--- config.mk ---
export PLATFORM = sky130hd
export DESIGN_NAME = irq_controller
export DESIGN_NICKNAME = d
export VERILOG_FILES = /design/src/rtl/irq_controller.sv
export SDC_FILE = /design/constraint.sdc
export NUM_CORES = 1
export LEC_CHECK = 0
export BUFFER_PORTS_ARGS = -buffer_cell sky130_fd_sc_hd__buf_2
export CORE_ASPECT_RATIO = 1.75
export CORE_MARGIN = 2
export CORE_UTILIZATION = 42
export CTS_CLUSTER_SIZE = 14
export DETAILED_ROUTE_END_ITERATION = 10
export GPL_TIMING_DRIVEN = 1
export PLACE_DENSITY = 0.78
export SYNTH_ARGS = -nofsm -noshare
export SYNTH_HDL_FRONTEND = slang
export SYNTH_SLANG_ARGS = --single-unit
export TNS_END_PERCENT = 100
--- constraint.sdc ---
create_clock -name clk -period 1.83 [get_ports clk]
set_clock_uncertainty 0.05 [all_clocks]
set_input_delay 0.183 -clock clk [delete_from_list [all_inputs] [get_ports clk]]
set_output_delay 0.183 -clock clk [all_outputs]
set_load 0.1 [all_outputs]
--- src/rtl/irq_controller.sv ---
// irq_controller
//   Collects level interrupt requests from peripherals, masks them with the
//   per-line enables, and arbitrates between them. It presents one trap
//   request plus an mcause value to the core. When the core executes mret,
//   it returns a one-cycle completion pulse to the serviced peripheral.
//   Only one interrupt is in service at a time; there is no nesting.
//
//   Optional feature macro: IRQ_RR_EN
//     defined   -> round-robin arbitration, starting the search at rr_q
//     undefined -> fixed priority, lowest index wins (no rr_q state)
//
// Ports
//   clk        system clock
//   rst        synchronous reset, active-high
//   int_req_i  [N_IRQ] level requests, held until that line's int_fin
//   mie_i      [N_IRQ] per-line enable
//   irq_o      trap request to the core
//   irq_ack_i  core took the trap (pulse)
//   mret_i     core executed mret (pulse)
//   mcause_o   [32] cause of the current or last interrupt
//   int_fin_o  [N_IRQ] one-hot completion pulse
//   busy_o     high in any state other than IDLE
module irq_controller #(
  parameter int          N_IRQ       = 16,
  parameter logic [31:0] MCAUSE_BASE = 32'h8000_0010
) (
  input  logic             clk,
  input  logic             rst,
  input  logic [N_IRQ-1:0] int_req_i,
  input  logic [N_IRQ-1:0] mie_i,
  output logic             irq_o,
  input  logic             irq_ack_i,
  input  logic             mret_i,
  output logic [31:0]      mcause_o,
  output logic [N_IRQ-1:0] int_fin_o,
  output logic             busy_o
);

  localparam int ID_W = (N_IRQ > 1) ? $clog2(N_IRQ) : 1;

  typedef enum logic [1:0] {IDLE, REQ, SERVE, FIN} state_t;

  state_t           state_q, state_d;
  logic             irq_q, irq_d;
  logic             busy_q, busy_d;
  logic [31:0]      mcause_q, mcause_d;
  logic [N_IRQ-1:0] fin_q, fin_d;
  logic [ID_W-1:0]  id_q, id_d;

  logic [N_IRQ-1:0] pending;
  logic             win_vld;
  logic [ID_W-1:0]  win_idx;
  logic [ID_W-1:0]  idx;

  assign pending = int_req_i & mie_i;

`ifdef IRQ_RR_EN
  logic [ID_W-1:0] rr_q, rr_d;

  // Walk the request vector starting at rr_q and wrap around; the first
  // set bit wins.
  always_comb begin
    win_vld = 1'b0;
    win_idx = '0;
    idx     = '0;
    for (int i = 0; i < N_IRQ; i++) begin
      idx = ID_W'((int'(rr_q) + i) % N_IRQ);
      if (!win_vld && pending[idx]) begin
        win_vld = 1'b1;
        win_idx = idx;
      end
    end
  end
`else
  // Fixed priority: the lowest set index wins.
  always_comb begin
    win_vld = 1'b0;
    win_idx = '0;
    idx     = '0;
    for (int i = 0; i < N_IRQ; i++) begin
      idx = ID_W'(i);
      if (!win_vld && pending[idx]) begin
        win_vld = 1'b1;
        win_idx = idx;
      end
    end
  end
`endif

  always_comb begin
    state_d  = state_q;
    irq_d    = irq_q;
    id_d     = id_q;
    mcause_d = mcause_q;
    fin_d    = '0;
`ifdef IRQ_RR_EN
    rr_d     = rr_q;
`endif
    case (state_q)
      IDLE: begin
        if (win_vld) begin
          id_d     = win_idx;
          mcause_d = MCAUSE_BASE + 32'(win_idx);
          irq_d    = 1'b1;
          state_d  = REQ;
        end
      end
      REQ: begin
        // An ack takes precedence over a withdrawal in the same cycle.
        if (irq_ack_i) begin
          irq_d   = 1'b0;
          state_d = SERVE;
        end else if (!pending[id_q]) begin
          irq_d   = 1'b0;
          state_d = IDLE;
        end
      end
      SERVE: begin
        if (mret_i) state_d = FIN;
      end
      FIN: begin
        // FIN spans two cycles. In the first cycle, the pulse is registered.
        // In the second cycle, the pulse is visible, and the peripheral drops
        // its request on the closing edge. IDLE then samples a line that is
        // already cleared.
        if (fin_q == '0) begin
          fin_d[id_q] = 1'b1;
        end else begin
          state_d = IDLE;
`ifdef IRQ_RR_EN
          rr_d = (id_q == ID_W'(N_IRQ - 1)) ? '0 : id_q + 1'b1;
`endif
        end
      end
      default: state_d = IDLE;
    endcase
    busy_d = (state_d != IDLE);
  end

  always_ff @(posedge clk) begin
    if (rst) begin
      state_q  <= IDLE;
      irq_q    <= 1'b0;
      busy_q   <= 1'b0;
      mcause_q <= '0;
      fin_q    <= '0;
      id_q     <= '0;
`ifdef IRQ_RR_EN
      rr_q     <= '0;
`endif
    end else begin
      state_q  <= state_d;
      irq_q    <= irq_d;
      busy_q   <= busy_d;
      mcause_q <= mcause_d;
      fin_q    <= fin_d;
      id_q     <= id_d;
`ifdef IRQ_RR_EN
      rr_q     <= rr_d;
`endif
    end
  end

  assign irq_o     = irq_q;
  assign busy_o    = busy_q;
  assign mcause_o  = mcause_q;
  assign int_fin_o = fin_q;

endmodule

==> impl_metrics.toml <==
[outcome]
run_status = "finished, final reports clean"

[synthesis]
synth_largest_type_area_fraction_pct = 36.3
instance_count_of_the_mapped_netlist = 172
mapped_area_um2 = 1380
synth_top_cells_by_area = "sky130_fd_sc_hd__dfxtp_1, sky130_fd_sc_hd__buf_4, sky130_fd_sc_hd__nor2_1, sky130_fd_sc_hd__nand2_1, sky130_fd_sc_hd__nand3_1"
ys.warnings.count = 0
synthDistinctLibCells = 36
seq_area_frac_synth_pct = 36.3
syn_avg_cell_area_um2 = 8.02
postSynthRegisterBits = 25
synth_area_leader_cell = "sky130_fd_sc_hd__dfxtp_1"

[placed_design]
gp_congestion = 0.845
buffer_ports.inserted = 59
place.detailed.hpwl_um = 2730
pre_cts_ws_ns = 0.146
placement.cell_area_um2 = 1620

[detailed_routing]
dr_vias = 1376
first_iter_violations = 28
detail_route.first_pass.iterations = 4
via_per_inst = 5.04
wirelength_um = 3330
wire_per_inst_um = 12.2
route.antenna.remaining_nets = 0
drc = 0

[grt]
grt_antenna_before_repair = 0
grt_first_pass_wirelength_um = 5570
grt.total_usage_pct = 19.8
number_of_global_route_vias_before_repair = 1300
grt_overflow_total = 0
grt_max_degree = 17

[worst_setup_path]
critical_path.endpoint_type = "register"
critPathLaunchType = "register"
cp_data_required_time_ns = 1.98
worstSetupPathType = "register to register"
crit_path_max_fanout = 16
arrival_time_at_the_worst_endpoint_ns = 1.85

[timing]
finalCriticalPeriod_ns = 1.70
setup_viol = 0
maxClockFrequency_mhz = 587
slew_viol_final = 0
post-route-worst-setup-slack_ns = 0.126
timing.final.hold_violations = 0
fin_setup_tns_ns = 0
rsz_0062_raised_after_global_routing = "no"
final.period_utilization_pct = 93.1

[cts]
cts_root_buf = "sky130_fd_sc_hd__clkbuf_8"
cts_inserted_buffers = 3
tritoncts_clock_tree = "yes"
clkLatencyLatePin_ns = 0.27
cts.repair.resized = 0
cts.hold.buffers_added = 0
clock-sinks = 25
clkTransAtPathRegs_ns = 0.08
clock_path_buffers = 2
cts_post_setup_buffers_inserted = 0
cts-htree-levels = 1

[power]
worst_ir_drop_vdd_uv = 480
cellLeakagePower_nw = 0.811
power_density_nw_per_um2 = 1000

[run]
maxCapViolations = 0

[layout]
final_design_utilization_pct = 53.1
net_count_of_the_finished_layout = 267
final_area_um2 = 1670
area_growth_syn_to_layout_pct = 20.9
diodes = 0
post_route_cells_drive_above_1_share_pct = 32.2

[die]
floorplan.initialDensity_pct = 43.9
site_row_count = 27
fp.dieH_um = 79.8
io-pin-count = 86
floorplan.core_area_um2 = 3140
fp.dieW_um = 47.3
design.die.area_um2 = 3780

[worst_hold_path]
min_path_type = "input port to register"
==> state kept, by name, indices dropped and copies added, names as in the netlist <==
signal and count:
busy_o 1, id_q 3, int_fin_o 16, irq_o 1, mcause_o 2, state_q 2
==> placed cells by master (no fill, tap or decap), types with 3 or more instances in the layout <==
cell type                  instances
sky130_fd_sc_hd__nand3b_1          3
sky130_fd_sc_hd__a31oi_1           3
sky130_fd_sc_hd__nand2b_1          3
sky130_fd_sc_hd__conb_1           26
sky130_fd_sc_hd__o21ai_0           4
sky130_fd_sc_hd__dfxtp_2           4
sky130_fd_sc_hd__dfxtp_1          19
sky130_fd_sc_hd__nor2_1           23
sky130_fd_sc_hd__nor4_1            4
sky130_fd_sc_hd__a21oi_1           3
sky130_fd_sc_hd__a22oi_1           5
sky130_fd_sc_hd__nand3_1          11
sky130_fd_sc_hd__nand4_1           3
sky130_fd_sc_hd__clkbuf_8          3
sky130_fd_sc_hd__and3_1            3
sky130_fd_sc_hd__buf_2            59
sky130_fd_sc_hd__nor3_1            5
sky130_fd_sc_hd__nand2_1          22
==> cells in the mapped netlist, drive strengths merged <==
master,n
nor2,23
a22oi,5
buf,28
inv,1
o21a,2
a311oi,1
a22o,1
nand2b,3
nand3b,3
nor3b,1
clkbuf,3
a211oi,3
a21boi,1
o31ai,1
nand3,11
o2111ai,1
nor3,5
a31o,1
dfxtp,25
a32o,1
o22ai,1
nand4,4
nor4,4
and2,1
conb,1
mux4,2
o21ai,6
a21oi,3
and3,3
nor2b,2
a31oi,3
nand2,22
==> worst max-delay path, cell delays in order (launching register included) <==
cell and delay, ns:
sky130_fd_sc_hd__dfxtp_4 0.46, sky130_fd_sc_hd__mux4_2 0.53, sky130_fd_sc_hd__o2111ai_2 0.20, sky130_fd_sc_hd__nand4_2 0.15, sky130_fd_sc_hd__a211oi_2 0.23
==> through the flow <==
step | hold slack [ns] | total power [W] | cells
finish | 0.151 | 0.00167 | 273
global route | 0.166 | 0.00174 | 273
CTS | 0.153 | 0.00167 | 273
detailed placement | 0.439 | 0.00136 | 269
global placement | 0.432 | 0.00135 | 269
floorplan | 0.382 | 0.00128 | 197
==> where the power goes <==
group / total [W] / internal (W) / switching, W / leakage [nW]
registers: 0.000640 / 0.000578 / 0.0000623 / 0.207
logic: 0.000707 / 0.000139 / 0.000569 / 0.581
clock network: 0.000324 / 0.000156 / 0.000168 / 0.0228
==> kinds of logic (layout without fill, tap and decap cells) <==
family                 after synthesis  in the layout  synth area share (%)
muxes                                2              2                  3.26
AOI/OAI and AO/OA                   30             30                  15.7
other                                1             26                 0.272
DFF                                 25             25                  36.3
and+or+nand+nor                     82             82                  28.4
buffers and inverters               32             65                  16.1
==> area by class of cell <==
cell class / instances / area [um^2]
flip-flops and latches: 25 / 513
inverters: 1 / 3.75
repair buffers: 60 / 303
fillers: 332 / 1470
multi-input cells: 140 / 751
well taps: 43 / 53.8
clock buffers: 4 / 45.0
==> worst paths after layout <==
path	startpoint	endpoint	cells after the start	slack [ns]
max	id_q[1]	irq_o	4	0.13
min	rst	irq_o	2	0.15
max reg2reg	id_q[1]	irq_o	4	0.13
min reg2reg	mcause_o[4]	mcause_o[4]	2	0.45
==> layer usage <==
| metal | global-route usage [%] | routed length (um) |
|---|---|---|
| met1 | 20.6 | 1140 |
| met2 | 35.9 | 1900 |
| met3 | 1.36 | 184 |
| met4 | 10.6 | 100 |
| met5 | 0 | 0 |
No activity file was read; power rests on OpenSTA's default activity.
